### config.mk
export PLATFORM = sky130hd
export DESIGN_NAME = mul_seq_flat
export DESIGN_NICKNAME = d
export VERILOG_FILES = /design/src/rtl/mul_seq_pkg.sv /design/src/rtl/mul_seq_if.sv /design/src/rtl/mul_seq_alu.sv /design/src/rtl/mul_seq.sv /design/src/flat_wrapper.sv
export SDC_FILE = /design/constraint.sdc
export NUM_CORES = 1
export LEC_CHECK = 0
export ABC_CLOCK_PERIOD_IN_PS = 7200
export CAP_MARGIN = 20
export CORE_MARGIN = 2
export CORE_UTILIZATION = 40
export DETAILED_ROUTE_END_ITERATION = 12
export MAX_ROUTING_LAYER = met4
export PLACE_DENSITY = 0.67
export SLEW_MARGIN = 20
export SYNTH_ARGS = -nofsm -noshare
export SYNTH_HDL_FRONTEND = slang
export SYNTH_SLANG_ARGS = --single-unit
export TNS_END_PERCENT = 5
### constraint.sdc
create_clock -name i_clk -period 7.2 [get_ports i_clk]
set_input_delay 1.8 -clock i_clk [delete_from_list [all_inputs] [get_ports i_clk]]
set_output_delay 1.8 -clock i_clk [all_outputs]
set_load 0.02 [all_outputs]
### src/rtl/mul_seq_pkg.sv
// Shared processor package: datapath width, ALU control codes and the
// state type used by the sequential multiplier.
package mul_seq_pkg;

    localparam int DATA_W = 32;

    typedef enum logic [2:0] {
        ALU_ADD = 3'b000,
        ALU_SUB = 3'b001,
        ALU_AND = 3'b010,
        ALU_OR  = 3'b011,
        ALU_XOR = 3'b100,
        ALU_SLT = 3'b101,
        ALU_SLL = 3'b110,
        ALU_SRL = 3'b111
    } alu_ctrl_e;

    typedef enum logic [1:0] {
        S_IDLE = 2'd0,
        S_RUN  = 2'd1,
        S_DONE = 2'd2
    } state_e;

endpackage

### src/rtl/mul_seq_if.sv
// Request/result handshake bundle of the sequential multiplier.
// The slave side is the multiplier, the master side is its user.
interface mul_seq_if;
    import mul_seq_pkg::*;

    logic              i_valid;
    logic [DATA_W-1:0] i_a;
    logic [DATA_W-1:0] i_b;
    logic              i_flush;
    logic              i_ready;
    logic              o_ready;
    logic              o_valid;
    logic [DATA_W-1:0] o_result;
    logic              o_busy;

    modport slave (
        input  i_valid, i_a, i_b, i_flush, i_ready,
        output o_ready, o_valid, o_result, o_busy
    );

    modport master (
        output i_valid, i_a, i_b, i_flush, i_ready,
        input  o_ready, o_valid, o_result, o_busy
    );

endinterface

### src/rtl/mul_seq_alu.sv
// Small combinational processor ALU. Results wrap modulo 2^DATA_W; no
// carry-out is produced.
module alu
    import mul_seq_pkg::*;
(
    input  logic [DATA_W-1:0] i_a,
    input  logic [DATA_W-1:0] i_b,
    input  alu_ctrl_e         i_ctrl,
    output logic [DATA_W-1:0] o_y,
    output logic              o_zero
);

    // Select the operation requested by the control code
    always_comb begin
        o_y = '0;
        case (i_ctrl)
            ALU_ADD: o_y = i_a + i_b;
            ALU_SUB: o_y = i_a - i_b;
            ALU_AND: o_y = i_a & i_b;
            ALU_OR:  o_y = i_a | i_b;
            ALU_XOR: o_y = i_a ^ i_b;
            ALU_SLT: o_y = {{(DATA_W-1){1'b0}}, ($signed(i_a) < $signed(i_b))};
            ALU_SLL: o_y = i_a << i_b[4:0];
            ALU_SRL: o_y = i_a >> i_b[4:0];
            default: o_y = '0;
        endcase
    end

    assign o_zero = (o_y == '0);

endmodule

### src/rtl/mul_seq.sv
// Sequential shift-and-add multiplier. Returns the low 32 bits of a*b,
// spending one cycle per significant bit of the multiplier.
module mul_seq
    import mul_seq_pkg::*;
(
    input  logic      i_clk,
    input  logic      i_rst,
    mul_seq_if.slave  bus
);

    state_e            r_state;
    logic [DATA_W-1:0] r_acc;
    logic [DATA_W-1:0] r_mcand;
    logic [DATA_W-1:0] r_mplier;
    logic              r_ready;
    logic              r_valid;
    logic              r_busy;
    logic [DATA_W-1:0] r_result;

    logic [DATA_W-1:0] w_aluY;
    logic              w_unusedZero;
    logic [DATA_W-1:0] w_accNext;
    logic [DATA_W-1:0] w_mplierNext;

    alu u_alu (
        .i_a    (r_acc),
        .i_b    (r_mcand),
        .i_ctrl (ALU_ADD),
        .o_y    (w_aluY),
        .o_zero (w_unusedZero)
    );

    assign w_accNext    = r_mplier[0] ? w_aluY : r_acc;
    assign w_mplierNext = r_mplier >> 1;

    // Control FSM and datapath registers; outputs are registered alongside the state
    always_ff @(posedge i_clk or posedge i_rst) begin
        if (i_rst) begin
            r_state  <= S_IDLE;
            r_acc    <= '0;
            r_mcand  <= '0;
            r_mplier <= '0;
            r_ready  <= 1'b1;
            r_valid  <= 1'b0;
            r_busy   <= 1'b0;
            r_result <= '0;
        end else if (bus.i_flush) begin
            r_state  <= S_IDLE;
            r_acc    <= '0;
            r_mcand  <= '0;
            r_mplier <= '0;
            r_ready  <= 1'b1;
            r_valid  <= 1'b0;
            r_busy   <= 1'b0;
            r_result <= '0;
        end else begin
            case (r_state)
                S_IDLE: begin
                    if (bus.i_valid) begin
                        r_mcand  <= bus.i_a;
                        r_mplier <= bus.i_b;
                        r_acc    <= '0;
                        r_ready  <= 1'b0;
                        r_result <= '0;
                        if (bus.i_b == '0) begin
                            r_state <= S_DONE;
                            r_valid <= 1'b1;
                        end else begin
                            r_state <= S_RUN;
                            r_busy  <= 1'b1;
                        end
                    end
                end
                S_RUN: begin
                    r_acc    <= w_accNext;
                    r_mcand  <= r_mcand << 1;
                    r_mplier <= w_mplierNext;
                    if (w_mplierNext == '0) begin
                        r_state  <= S_DONE;
                        r_busy   <= 1'b0;
                        r_valid  <= 1'b1;
                        r_result <= w_accNext;
                    end
                end
                S_DONE: begin
                    if (bus.i_ready) begin
                        r_state  <= S_IDLE;
                        r_valid  <= 1'b0;
                        r_ready  <= 1'b1;
                        r_result <= '0;
                    end
                end
                default: begin
                    r_state  <= S_IDLE;
                    r_ready  <= 1'b1;
                    r_valid  <= 1'b0;
                    r_busy   <= 1'b0;
                    r_result <= '0;
                end
            endcase
        end
    end

    assign bus.o_ready  = r_ready;
    assign bus.o_valid  = r_valid;
    assign bus.o_busy   = r_busy;
    assign bus.o_result = r_result;

endmodule

### src/flat_wrapper.sv
// flat-port wrapper written by rule: the top's interface ports become plain ports
module mul_seq_flat import mul_seq_pkg::*;
  (i_clk, i_rst, bus_i_valid, bus_i_a, bus_i_b, bus_i_flush, bus_i_ready, bus_o_ready, bus_o_valid, bus_o_result, bus_o_busy);
  mul_seq_if bus_i ();
  input  logic i_clk;
  input  logic i_rst;
  input wire logic [$bits(bus_i.i_valid)-1:0] bus_i_valid;
  input wire logic [$bits(bus_i.i_a)-1:0] bus_i_a;
  input wire logic [$bits(bus_i.i_b)-1:0] bus_i_b;
  input wire logic [$bits(bus_i.i_flush)-1:0] bus_i_flush;
  input wire logic [$bits(bus_i.i_ready)-1:0] bus_i_ready;
  output wire logic [$bits(bus_i.o_ready)-1:0] bus_o_ready;
  output wire logic [$bits(bus_i.o_valid)-1:0] bus_o_valid;
  output wire logic [$bits(bus_i.o_result)-1:0] bus_o_result;
  output wire logic [$bits(bus_i.o_busy)-1:0] bus_o_busy;
  assign bus_i.i_valid = bus_i_valid;
  assign bus_i.i_a = bus_i_a;
  assign bus_i.i_b = bus_i_b;
  assign bus_i.i_flush = bus_i_flush;
  assign bus_i.i_ready = bus_i_ready;
  assign bus_o_ready = bus_i.o_ready;
  assign bus_o_valid = bus_i.o_valid;
  assign bus_o_result = bus_i.o_result;
  assign bus_o_busy = bus_i.o_busy;
  mul_seq u_core (.i_clk(i_clk), .i_rst(i_rst), .bus(bus_i));
endmodule
======== Word-level counts from Yosys, hierarchy flattened ========
Index checks and enable logic that the tools add are counted.
word-level totals
  bits in registers ....................... 133
  logic and storage cells ................. 62
  bits of input ports ..................... 69
  output and inout port bits .............. 35
cells by class
  multiplexer cells ....................... 35
  eq/ne operators ......................... 9
  reductions and logical operators ........ 9
  add/subtract/negate cells ............... 1
operators with widths
  cell                                                  number
  2-to-1 mux 32 bit                                     10
  case mux 32 bit (2 select lines)                      3
  case mux 32 bit (3 select lines)                      1
  logical NOT 32 bit                                    2
  adder 32 bit                                          1
  2-to-1 mux 1 bit                                      12
  2-to-1 mux 2 bit                                      5
  != test 3 bit (second input constant)                 3
  case mux 1 bit (3 select lines)                       3
  AND reduction 4 bit                                   2
  != test 3 x 2 -> 1 bit (second input constant)        2
  case mux 2 bit (3 select lines)                       1
  AND reduction 3 bit                                   2
  != test 2 bit (second input constant)                 2
  nonzero test 3 bit                                    1
  equality test 2 x 1 -> 1 bit (second input constant)  1
  equality test 2 bit (second input constant)           1
  logical NOT 2 bit                                     1
  AND reduction 2 bit                                   1

======== Longest topological paths before layout ========
  depth after elaboration ................. 5
  depth in mapped cells ................... 10
  mapped depth without buffers ............ 10

======== By module ========
From an unflattened synthesis, not the netlist that was laid out.
second synthesis, totals
  cell total of the unflattened synthesis .. 1,935
  area, all modules ....................... 16,016.6 um2
by module, submodules not included
  module   seq. area each (um2)  cells each  instances  area an instance (um2)
  alu      0.0                   1,395       1          9,778.1
  mul_seq  3,329.4               540         1          6,238.5

======== Worst setup path after synthesis ========
No wires, ideal clock.
  kind .................................... input-to-reg
  start point ............................. input bus_i_flush
  end point ............................... register u_core.r_result[16] (netlist: u_core.bus.o_result[16])
  slack ................................... 3,959 ps
  setup time .............................. 125 ps
  required time ........................... 7,075 ps
  stages on the path ...................... 6
  buffers on the path ..................... 2
  data arrival time ....................... 3,116 ps
  cell sequence ........................... clkbuf_1 > nor2_2 > o21ai_1 > nand2_2 > buf_6 > mux2_2
between the ends
  word-level cells in the longest chain between the ends .. 2
  elaborated cells between the ends (all ways) .. 5
  classes of those cells .................. eq/ne (3); mux (1); reduce/logical (1)
ends and longest elaborated chain
  item                                                                      line                RTL
  start, declared                                                           flat_wrapper.sv:10  input wire logic [$bits(bus_i.i_flush)-1:0] bus_i_flush;
  != test 3 x 2 -> 1 bit (no source line) or != test 3 bit (tied branches)  --
  AND reduction 3 bit (no source line)                                      --
  end signal, assigned                                                      mul_seq.sv:82       r_result <= w_accNext;
  end, declared                                                             mul_seq.sv:18       logic [DATA_W-1:0] r_result;
Parallel ways exist; a longest one is shown, timed or not.
A chain may end at the register's enable or synchronous reset.

======== Worst setup path in the final report ========
  start point ............................. input bus_i_flush
  end point ............................... register u_core.r_result[29] (netlist: u_core.bus.o_result[29])
The elaborated chain is that of the path after synthesis.

==> run_results.csv <==
group,metric,value,unit
run_status,status,"finished, final reports clean",
timing,min_period,3.886,ns
synthesis,ys_types,70,
timing,fin_crit_sh,53.97,%
detailed_routing,drt_first_pass_iters,5,
synthesis,ys_ff_latch,133,
global_route,grt_use_total,20.73,%
synthesis,yosys.area_share.simple,14.83,%
timing,fmax,257.3,MHz
timing,finalHoldViolations,0,
detailed_routing,final_antenna_net_count,0,
clocking,cts.reportedPaths.clkPinSlew,0.06,ns
clocking,hold_buffers,0,
global_route,grt_max_degree,91,
detailed_routing,top_layer,"met4",
worst_setup_path,worst-endpoint-arrival,4.21,ns
timing,setup_violations,0,
die,pin_count,104,
clocking,post_cts_buffers,0,
synthesis,synth_edf_count,0,
synthesis,ys_warn_count,0,
power_and_ir_drop,powerDensity,313.6,mW/mm²
placed_design,portBuffers,103,
clocking,insertion_delay,0.42,ns
die,design.core.area,0.01965,mm²
final_layout,postLayoutCoreUtil,50.35,%
timing,slew_headroom,43.94,%
final_layout,final_net_count,1024,
detailed_routing,wl_per_cell,17.45,µm
clocking,numClockSinks,133,
worst_setup_path,start_kind,"input port",
power_and_ir_drop,vdd_ir_drop_max,0.0001652,V
clocking,ctsResizeCount,0,
detailed_routing,wl,20960,µm
clocking,htreeDepth,4,
power_and_ir_drop,power,3.104,mW
synthesis,synth_adder_area_share,5.053,%
synthesis,syn_area,0.008071,mm²
worst_setup_path,path_class,"in -> reg",
die,start_util,41.07,%
final_layout,final_cells,1201,
synthesis,synth_top_family_by_area,"compound AO/OA/AOI/OAI gates",
synthesis,syn_nets,951,
placed_design,place_inst,1169,
die,row_count,51,
global_route,grt-ovfl-total,0,
worst_setup_path,critPathRequiredTime,7.53,ns
clocking,root_buffer,"clkbuf_16",
synthesis,synthArstFlopShare,100.0,%
final_layout,syn_to_final_growth,22.60,%
synthesis,synthCells,850,
placed_design,place_congestion,0.9075,
worst_setup_path,end_kind,"register",
detailed_routing,route.detailed.drc,0,
final_layout,final_cell_area,0.009896,mm²
final_layout,final_cell_mix,"dfrtp_1, nand2_1, clkdlybuf4s50_1, mux2i_1, o31ai_1",
synthesis,synth-xor-area-share,2.713,%
global_route,grt_pass1_vias,6630,
clocking,cts_buffers,17,
die,die_w,146.1,µm
die,die-height,146.1,µm
clocking,cts.path.max_buffers,2,
run,cap_violations,0,
synthesis,synth_mux_area_share,11.50,%
global_route,antenna_found_initial,0,
die,dieArea,0.02133,mm²
final_layout,fillCellCount,1850,
timing,hold_slack,0.4737,ns
global_route,grt_pass1_wl,34730,µm
final_layout,antenna_cells,0,
timing,fin_skew,0.006204,ns
final_layout,final_common_cell,"dfrtp_1",
synthesis,ys_seq_area_share,41.25,%
detailed_routing,wl_met2,9695,µm
final_layout,drive_above_1_share,7.585,%
detailed_routing,met1Wirelength,10120,µm
detailed_routing,viasPerCell,5.619,
clocking,cts_tree,"yes",
detailed_routing,first_iter_violations,520,
timing,tightest_slew,0.8408,ns
detailed_routing,vias,6748,
synthesis,synth_flop_cell,"dfrtp_1",
power_and_ir_drop,total_leakage_power,4.550,nW
placed_design,postPlaceCellArea,0.009255,mm²
placed_design,place_ws,2.562,ns
placed_design,dpl.hpwl,14570,µm
timing,setup_ws,3.314,ns
min_path,hp-class,"reg -> reg",
timing,fin_setup_tns,0,ns
timing,rsz0062_at_grt,"false",
detailed_routing,wl_met3,770,µm
synthesis,synth.avg_cell_area,9.496,µm²
timing,report.final.slew_viol_count,0,
synthesis,synth_compound_area_share,21.07,%
worst_setup_path,crit_fanout,54,
## critical path, stage by stage
cell,delay (ns)
buf_2,0.60
nor2_2,0.24
o21ai_1,0.41
nand2_4,0.51
nor4b_1,0.40
mux2i_1,0.13
o211ai_1,0.10
## synthesized netlist by cell type (all sizes together) (3+ instances only)
master | number | area, µm²
nand2b | 7 | 43.79
nand4 | 10 | 62.56
dfrtp | 132 | 3303
mux2 | 6 | 67.56
mux2i | 86 | 860.8
a2111oi | 3 | 32.53
nor4 | 16 | 100.1
a22o | 8 | 70.07
nand3 | 13 | 65.06
nand3b | 3 | 22.52
a21o | 27 | 204.0
clkbuf | 38 | 152.6
xnor2 | 17 | 148.9
inv | 9 | 33.78
a21oi | 46 | 245.2
o31ai | 72 | 540.5
or3 | 3 | 23.77
nand2 | 127 | 479.2
a211oi | 8 | 65.06
buf | 19 | 102.6
nor2b | 5 | 31.28
o211ai | 5 | 52.55
xor2 | 8 | 70.07
a31oi | 8 | 56.30
ha | 31 | 387.9
nor2 | 46 | 175.2
and3 | 6 | 37.54
o21bai | 4 | 30.03
and2 | 7 | 47.55
o21ai | 42 | 210.2
nor3 | 8 | 40.04
## path summary, 6_finish.rpt
| path | slack (ns) | startpoint | to | depth (start not counted) |
|---|---|---|---|---|
| min reg2reg | 0.47 | u_core.bus.o_result[24] | u_core.bus.o_result[24] | 1 |
| min | 0.47 | u_core.bus.o_result[24] | u_core.bus.o_result[24] | 1 |
| max reg2reg | 3.95 | u_core.r_mcand[0] | u_core.bus.o_result[22] | 10 |
| max in group asynchronous | 4.15 | i_rst | u_core.r_mplier[2] | 3 |
| min in group asynchronous | 1.90 | i_rst | u_core.r_mplier[9] | 2 |
| max | 3.31 | bus_i_flush | u_core.bus.o_result[29] | 7 |
## flip-flops by register name (all words and copies together) (netlist names)
register             flops
u_core.bus.o_busy        1
u_core.bus.o_ready       1
u_core.bus.o_result     32
u_core.bus.o_valid       1
u_core.r_acc            32
u_core.r_mcand          32
u_core.r_mplier         32
u_core.r_state           2
## per-layer routing
| metal | track usage [%] | up-vias |
|---|---|---|
| met1 | 28.02 | 3293 |
| li1 | - | 3284 |
| met2 | 31.98 | 148 |
| met5 | - | - |
| met4 | 6.359 | 0 |
| met3 | 3.656 | 23 |
## layout make-up
type / count / area [µm²] / share of cell area, %
timing repair buffer: 111 / 1086 / 10.97
tap: 265 / 331.6 / 3.351
multi-input combinational: 651 / 4473 / 45.20
sequential: 133 / 3331 / 33.66
clock inverter: 9 / 147.6 / 1.492
clock buffer: 23 / 488.0 / 4.931
inverter: 9 / 38.79 / 0.3920
## cells by family (layout without fill, tap and decap cells)
family,after synthesis,count (layout)
AO/OA/AOI/OAI,243,243
XOR/XNOR,25,25
adder cells (fa/ha/maj),32,32
buffers and inverters,66,152
flip-flops,133,133
multiplexers,92,92
AND/OR/NAND/NOR,259,259
## power by group
group | switching [mW] | leakage [nW] | internal [mW] | total, mW
logic | 0.667 | 2.45 | 0.450 | 1.12
registers | 0.148 | 1.79 | 0.900 | 1.05
clock network | 0.325 | 0.313 | 0.614 | 0.939
(Power assumes the default switching activity.)
